**src/rtl/obj_ram_arbiter.sv**
```systemverilog
// Round-robin, ownership-locked arbiter for the single-port 16x32 object RAM.
// The owner keeps the RAM across several accesses until it releases it, so read-modify-write is atomic.
module obj_ram_arbiter #(
  parameter int N_REQ        = 3,
  parameter int RD_LATENCY   = 2,
  parameter int HOLD_TIMEOUT = 1024
) (
  input  logic                  clock,
  input  logic                  reset,
  input  logic [N_REQ-1:0]      req_read,
  input  logic [N_REQ-1:0]      req_write,
  input  logic [4*N_REQ-1:0]    req_addr,
  input  logic [32*N_REQ-1:0]   req_wdata,
  input  logic [N_REQ-1:0]      req_release,
  output logic [N_REQ-1:0]      grant,
  output logic [N_REQ-1:0]      read_done,
  output logic [N_REQ-1:0]      write_done,
  output logic [31:0]           rd_data,
  output logic [3:0]            ram_addr,
  output logic [31:0]           ram_wdata,
  output logic                  ram_wren,
  input  logic [31:0]           ram_rdata,
  output logic                  forced_release
);

  localparam int OW = (N_REQ > 1) ? $clog2(N_REQ) : 1;
  localparam int IW = (HOLD_TIMEOUT > 1) ? $clog2(HOLD_TIMEOUT) : 1;
  localparam logic [IW-1:0] IDLE_LAST = IW'((HOLD_TIMEOUT > 0) ? HOLD_TIMEOUT - 1 : 0);
  // S_RD_WAIT is entered with this count and leaves when it reaches zero
  localparam logic [7:0] WAIT_INIT = 8'((RD_LATENCY > 2) ? RD_LATENCY - 2 : 0);

  typedef enum logic [2:0] {
    S_IDLE, S_OWN, S_RD_WAIT, S_RD_DONE, S_WR, S_WR_DONE, S_HOLDOFF
  } state_t;

  state_t          state;
  logic [OW-1:0]   owner;
  logic [OW-1:0]   rr_last;
  logic [7:0]      wait_cnt;
  logic [IW-1:0]   idle_cnt;

  logic [3:0]      addr_arr  [N_REQ];
  logic [31:0]     wdata_arr [N_REQ];
  logic [N_REQ-1:0] cand;
  logic            pick_found;
  logic [OW-1:0]   pick_idx;

  genvar gi;
  generate
    for (gi = 0; gi < N_REQ; gi++) begin : g_unpack
      assign addr_arr[gi]  = req_addr[4*gi +: 4];
      assign wdata_arr[gi] = req_wdata[32*gi +: 32];
      assign cand[gi]      = req_read[gi] | req_write[gi];
    end
  endgenerate

  // Walk offsets from far to near so the nearest candidate after rr_last wins.
  always_comb begin
    int idx;
    idx        = 0;
    pick_found = 1'b0;
    pick_idx   = '0;
    for (int k = N_REQ; k >= 1; k--) begin
      idx = (int'(rr_last) + k) % N_REQ;
      if (cand[idx]) begin
        pick_found = 1'b1;
        pick_idx   = OW'(idx);
      end
    end
  end

  always_ff @(posedge clock or posedge reset) begin
    if (reset) begin
      state          <= S_IDLE;
      owner          <= '0;
      rr_last        <= OW'(N_REQ - 1);
      wait_cnt       <= '0;
      idle_cnt       <= '0;
      grant          <= '0;
      read_done      <= '0;
      write_done     <= '0;
      rd_data        <= '0;
      ram_addr       <= '0;
      ram_wdata      <= '0;
      ram_wren       <= 1'b0;
      forced_release <= 1'b0;
    end else begin
      read_done      <= '0;
      write_done     <= '0;
      forced_release <= 1'b0;
      ram_wren       <= 1'b0;
      case (state)
        S_IDLE: begin
          if (pick_found) begin
            grant    <= {{(N_REQ-1){1'b0}}, 1'b1} << pick_idx;
            owner    <= pick_idx;
            idle_cnt <= '0;
            state    <= S_OWN;
          end
        end
        S_OWN: begin
          if (req_release[owner]) begin
            grant   <= '0;
            rr_last <= owner;
            state   <= S_IDLE;
          end else if (req_read[owner]) begin
            ram_addr <= addr_arr[owner];
            wait_cnt <= WAIT_INIT;
            idle_cnt <= '0;
            state    <= (RD_LATENCY <= 1) ? S_RD_DONE : S_RD_WAIT;
          end else if (req_write[owner]) begin
            ram_addr  <= addr_arr[owner];
            ram_wdata <= wdata_arr[owner];
            ram_wren  <= 1'b1;
            idle_cnt  <= '0;
            state     <= S_WR;
          end else if (HOLD_TIMEOUT > 0 && idle_cnt == IDLE_LAST) begin
            forced_release <= 1'b1;
            grant          <= '0;
            rr_last        <= owner;
            idle_cnt       <= '0;
            state          <= S_IDLE;
          end else if (HOLD_TIMEOUT > 0) begin
            idle_cnt <= idle_cnt + 1'b1;
          end
        end
        S_RD_WAIT: begin
          if (wait_cnt == 8'd0) state <= S_RD_DONE;
          else                  wait_cnt <= wait_cnt - 8'd1;
        end
        S_RD_DONE: begin
          rd_data   <= ram_rdata;
          read_done <= grant;
          state     <= S_HOLDOFF;
        end
        S_WR: begin
          write_done <= grant;
          state      <= S_WR_DONE;
        end
        S_WR_DONE: state <= S_HOLDOFF;
        S_HOLDOFF: begin
          // requests still asserted from the finished access are deliberately not sampled here
          if (req_release[owner]) begin
            grant   <= '0;
            rr_last <= owner;
            state   <= S_IDLE;
          end else begin
            state <= S_OWN;
          end
        end
        default: state <= S_IDLE;
      endcase
    end
  end

endmodule
```
**config.mk**
```make
export PLATFORM = sky130hd
export DESIGN_NAME = obj_ram_arbiter
export DESIGN_NICKNAME = d
export VERILOG_FILES = /design/src/rtl/obj_ram_arbiter.sv
export SDC_FILE = /design/constraint.sdc
export NUM_CORES = 1
export LEC_CHECK = 0
export BUFFER_PORTS_ARGS = -buffer_cell sky130_fd_sc_hd__clkbuf_2
export CORE_ASPECT_RATIO = 1.5
export CORE_MARGIN = 4
export CORE_UTILIZATION = 44
export DETAILED_ROUTE_END_ITERATION = 10
export PLACE_DENSITY_LB_ADDON = 0.12
export SLEW_MARGIN = 5
export SYNTH_ARGS = -nofsm -noshare
export SYNTH_HDL_FRONTEND = slang
export SYNTH_SLANG_ARGS = --single-unit
export TNS_END_PERCENT = 30
```
**constraint.sdc**
```tcl
create_clock -name clock -period 3.5 [get_ports clock]
set_input_delay 0.7 -clock clock [delete_from_list [all_inputs] [get_ports clock]]
set_output_delay 0.7 -clock clock [all_outputs]
set_load 0.05 [all_outputs]
```
==> results of run 1 <==
## routing by layer
metal | GRT usage | up-vias
met5 | 0 | -
met4 | 0.07986 | 0
met3 | 0.04857 | 26
met2 | 0.3510 | 188
met1 | 0.2244 | 2118
li1 | - | 2289
## logic make-up after synthesis
| family | share of synthesized area |
|---|---|
| flops | 0.4847 |
| xor+xnor | 0.009783 |
| fa+ha+maj | 0.01398 |
| mux | 0.1556 |
| compound gates | 0.1472 |
| buf+inv | 0.04146 |
| simple gates | 0.1472 |
## worst min path at each step
stage	cells past startpoint	slack [ns]	startpoint	to
detailed placement	1	0.49	idle_cnt[9]$_DFFE_PP0P_	idle_cnt[9]$_DFFE_PP0P_
global route	1	0.52	rd_data[2]$_DFFE_PP0N_	rd_data[2]$_DFFE_PP0N_
finish	2	0.48	reset	rd_data[31]$_DFFE_PP0N_
global placement	1	0.48	idle_cnt[9]$_DFFE_PP0P_	idle_cnt[9]$_DFFE_PP0P_
CTS	1	0.50	idle_cnt[9]$_DFFE_PP0P_	idle_cnt[9]$_DFFE_PP0P_
floorplan	1	0.44	idle_cnt[9]$_DFFE_PP0P_	idle_cnt[9]$_DFFE_PP0P_
## worst max-delay path: stages, from the launching register on
cell and delay [ns]:
dfrtp_2 0.47, buf_4 0.53, nor2b_2 0.14, a22oi_4 0.32, nand2b_1 0.14, a221o_1 0.42, mux2_4 0.32
## layout by cell type (no fill, tap or decap), types with 2 or more instances in the layout
master | netlist | final
a211oi_1 | 2 | 2
a21o_1 | 2 | 2
a21oi_1 | 76 | 76
a21oi_2 | 9 | 9
a221o_1 | 3 | 3
a31oi_1 | 5 | 5
and3_1 | 6 | 6
buf_4 | 3 | 8
bufinv_16 | 0 | 2
clkbuf_16 | 0 | 9
clkbuf_2 | 0 | 229
clkinvlp_4 | 0 | 3
dfrtp_1 | 103 | 102
ha_1 | 6 | 6
inv_1 | 15 | 14
mux2_2 | 32 | 32
mux2_4 | 3 | 3
mux2i_1 | 43 | 43
nand2_1 | 12 | 12
nand2b_1 | 8 | 8
nand3_1 | 5 | 5
nand3b_1 | 3 | 3
nand4_1 | 3 | 3
nor2_1 | 103 | 102
nor2b_1 | 6 | 5
nor3_1 | 6 | 6
nor3b_1 | 3 | 3
nor4b_1 | 2 | 2
o21a_1 | 2 | 2
o21ai_0 | 8 | 8
o21ai_1 | 3 | 3
o22ai_1 | 2 | 2
xor2_1 | 6 | 6
## power breakdown
group	total, mW	leakage, nW	internal [mW]	switching [mW]
clock network	1.06	0.145	0.629	0.428
registers	2.11	1.28	1.74	0.372
logic	4.27	2.00	1.32	2.95
total	7.44	3.43	3.68	3.75
## layout make-up
cell class                 instances  area [µm²]
clock buffer                      10       229.0
clock inverter                     6       91.34
fill                            1082        5019
inverter                          15       58.81
multi-input combinational        383        2555
sequential                       104        2605
tap                              153       191.4
timing repair buffer             237        1206
## flip-flops by register name (all words and copies together), names as in the netlist
register,count
write_done,3
forced_release,1
wait_cnt,8
ram_addr,4
grant,3
ram_wdata,32
idle_cnt,10
rr_last,2
rd_data,32
state,3
read_done,3
ram_wren,1
owner,2
## metrics by stage
step,hold WS [ns],total power [mW]
detailed placement,0.4916,6.441
finish,0.4837,7.437
CTS,0.5003,7.528
global placement,0.4794,6.356
floorplan,0.4414,5.457
global route,0.5228,7.929
==> reports/metrics.cfg, run 1 <==
[route]
vias=4621
wl_met1_um=5117
met2_length_um=7257
drc=0
topRoutingLayerUsed=met4
vias_per_cell=5.089
dr.pass1.iters=4
ant_nets=0
wl_met3_um=1014
drtIter0Drc=141
wl_per_cell_um=15.22
wl_um=13820

[placement]
globalplace.congestion=0.8821
dp_hpwl_um=11110
post-place-ws_ns=0.9572
placed_cell_area_um2=6616
portBuffers=229
placed_cells=892

[final_layout]
instances_no_fill=908
final_nets=907
layout-drive-gt1-share=0.4119
final_util=0.5802
antenna_cells=0
finalInstanceArea_um2=6937
syn_to_final_growth_pct=29.14

[floorplan]
die_w_um=98.22
ios=230
die_y_um=143.3
die_area_um2=14080
initial_core_util=0.4493
core_area_um2=11960
rows=49

[synthesis]
synth_area_um2=5371
netlist_top_cells_count=dfrtp_1, nor2_1, a21oi_1
ys_ff_latch=104
synth_edf_count=0
synth_area_leader_cell=dfrtp_1
async_flop_share=1.000
synth_top_area_share=0.4799
yosys_warnings=0
synth_fp_nets=689
ys.flop_type=dfrtp_1
synth_area_leaders=dfrtp_1, mux2i_1, nor2_1
yosysSeqAreaShare=0.4847
synth_cell_type_count=58
syn_avg_cell_area_um2=10.10
netlist_instances=532

[grt]
grtUsageTotal=0.1961
grt-ovfl-total=0
grt_pass1_vias=4674
antenna_found_initial=0
grt_pass1_wl_um=22240
grt_max_degree=66

[clock_tree]
cts_setup_buffers=0
h-tree-depth=3
clock-sinks=104
cts_tree=yes
path_clk_slew_ns=0.07
root_buffer=clkbuf_16
numCtsBuffers=9
ctsLongestPathBuffers=2
holdBufCountCts=0
cts_resized=0
insertion_delay_ns=0.34

[critical_path]
path_class=flop to flop
r2r-start=owner[1]$_DFFE_PP0P_
cp-startpoint=owner[1]$_DFFE_PP0P_
r2r_slack_ns=1.04
worst-path-max-fanout=38
crit_arrival_ns=2.68
end_kind=flop
crit_required_ns=3.72
setup.worst_path.start_class=flop
cp-endpoint=grant[0]$_DFFE_PP0P_
worstReg2RegEnd=grant[0]$_DFFE_PP0P_
worstRegToRegCells=6

[sta]
period_needed_ns=2.455
setup_ws_ns=1.045
slew_headroom=0.5091
setup_viol=0
hold_viol=0
fmax_mhz=407.3
tightest_slew_ns=0.7364
fin_skew_ns=0.005383
setup_tns_ns=0
period_share=0.7014
rsz0062_at_grt=no
drv_slew=0

[pwr]
power-per-cell-area_nw_per_um2=1072
vdd_drop_max_mv=0.4805
cellLeakagePower_nw=3.426

[status]
outcome=complete, no violations

[worst_hold_path]
hold_class=input pin to asynchronous set/reset pin

[job]
cap_violations=0

(Power assumes the default switching activity.)
==> inputs of run 2 (changes only) <==
- clock period: 3.5 -> 2.11 ns (I/O delays scaled with it)
==> run 2 against run 1 <==
Against the previous run:
- the run now ends with negative setup slack left
- largest cell class is now multi-input combinational cells
- flip-flop and latch count is the same
- total power grew 79%
- highest routed layer unchanged
- clock power grew 49%
- largest power group unchanged
==> reports/metrics.cfg, run 2 (synthesis results as in run 1) <==
[route]
ant_nets=0
vias_per_cell=5.170
wl_per_cell_um=16.35
drtIter0Drc=156
wl_um=15470
drc=0
vias=4891
dr.pass1.iters=4

[sta]
drv_slew=0
setup_ws_ns=-0.08339
fin_skew_ns=0.01075
period_share=1.040
hold_viol=0
tightest_slew_ns=0.5916
rsz0062_at_grt=yes
setup_viol=3
period_needed_ns=2.193
slew_headroom=0.6056
fmax_mhz=455.9

[clock_tree]
insertion_delay_ns=0.34
path_clk_slew_ns=0.07
h-tree-depth=3
holdBufCountCts=0
clock-sinks=104
root_buffer=clkbuf_16
cts_tree=yes
ctsLongestPathBuffers=2
numCtsBuffers=9

[pwr]
vdd_drop_max_mv=1.008
power-per-cell-area_nw_per_um2=1790
cellLeakagePower_nw=3.645

[status]
violations=negative setup slack
outcome=finished, violations left

[placement]
dp_hpwl_um=11460
placed_cells=911
portBuffers=229
globalplace.congestion=0.8520

[critical_path]
end_kind=flop
cpPeakStageDelay_ns=0.59
critPathSlowestCell=dfstp_2
crit_required_ns=2.33
setup.worst_path.start_class=flop
critPathTopFamily=flip-flops
cp_num_buf_inv=0
path_class=flop to flop
worst-path-max-fanout=8
crit_arrival_ns=2.42
worstPathCellList=ha_4 -> nand2b_4 -> a21oi_4 -> nor2_2 -> and2_4 -> a221o_1 -> mux2_4

[floorplan]
die_y_um=143.3
rows=49
die_w_um=98.22
core_area_um2=11960
ios=230
die_area_um2=14080
initial_core_util=0.4493

[final_layout]
instances_no_fill=946
syn_to_final_growth_pct=38.48
antenna_cells=0
layout_common_cells=clkbuf_2, dfrtp_1, nor2_1
final_nets=945
layout_commonest_cell=clkbuf_2
final_util=0.6222
largestRegisters=ram_wdata (32), rd_data (32), idle_cnt (10)
layout-drive-gt1-share=0.4729
n_fill_cell=1030

[grt]
antenna_found_initial=0
grt-ovfl-total=0
grt_pass1_wl_um=23720
grt_max_degree=67
grt_pass1_vias=4848
grtUsageTotal=0.2096

[job]
cap_violations=0

[worst_hold_path]
hold_class=input pin to asynchronous set/reset pin

-- run 2: changes by cell type in the layout (fill, tap and decap cells not counted), moves of 3 or more --
cell / delta
a21oi_4: +3
buf_12: +3
buf_4: +32
ha_1: -3
ha_4: +3
nor2_1: -3
-- run 2: cell type report --
cell class	instances	area (µm²)	area share
Tap cell	153	191.4	0.02574
Sequential cell	104	2605	0.3502
Inverter	15	60.06	0.008074
Timing Repair Buffer	275	1548	0.2081
Clock inverter	5	40.04	0.005383
Multi-Input combinational cell	383	2751	0.3699
Clock buffer	11	242.7	0.03263
-- run 2: worst paths after layout --
kind                                              start                      end  slack [ns]  cells past startpoint
worst max-delay path             rr_last[1]$_DFFE_PP1P_     grant[0]$_DFFE_PP0P_       -0.08                      7
worst min-delay path                              reset  rd_data[13]$_DFFE_PP0N_        0.17                      3
worst max register to register   rr_last[1]$_DFFE_PP1P_     grant[0]$_DFFE_PP0P_       -0.08                      7
worst min register to register  idle_cnt[0]$_DFFE_PP0P_  idle_cnt[0]$_DFFE_PP0P_        0.50                      1
max in group asynchronous                         reset   rr_last[1]$_DFFE_PP1P_        1.50                      3
min in group clock                        ram_rdata[10]  rd_data[10]$_DFFE_PP0N_        0.30                      2
-- run 2: metrics by stage --
| step | setup slack, ns | total power [mW] | area, µm² | setup TNS, ns | hold slack [ns] |
|---|---|---|---|---|---|
| 2_1_floorplan | -0.1135 | 9.053 | 5375 | -0.1565 | 0.4414 |
| 3_5_place_dp | -0.1980 | 11.02 | 6798 | -1.533 | 0.4797 |
| 3_3_place_gp | -0.08908 | 10.82 | 6798 | -0.4469 | 0.4637 |
| 6_report | -0.08339 | 13.32 | 7438 | -0.1267 | 0.1652 |
| 5_1_grt | -0.1264 | 14.11 | 7438 | -0.5870 | 0.1921 |
| 4_1_cts | -0.009334 | 12.89 | 7199 | -0.009334 | 0.1689 |
-- run 2: worst min-delay path: stages --
cell        delay, ns
clkbuf_2         0.10
clkinvlp_4       0.08
buf_12           0.31
-- run 2: timing repair --
action                                 4_1_cts  5_1_grt
buffers inserted                             4       14
setup endpoints to repair                   13       44
endpoints found under the hold margin        0        0
pin swaps                                    6       13
cloned                                       0        1
gates resized for setup                     19       20
-- run 2: routing by layer --
layer / GRT usage / wire length [µm] / share of wire / vias to the layer above
li1: - / - / - / 2364
met1: 0.2363 / 5737 / 0.37 / 2305
met2: 0.3812 / 8305 / 0.54 / 187
met3: 0.04322 / 874 / 0.057 / 35
met4: 0.09353 / 550 / 0.036 / 0
met5: 0 / 0 / 0 / -
-- run 2: power by group --
part           internal, mW  total [mW]  switching (mW)
Clock                 0.841        1.58           0.734
Combinational          2.92        8.27            5.35
Sequential             2.88        3.47           0.589
Total                  6.64        13.3            6.67
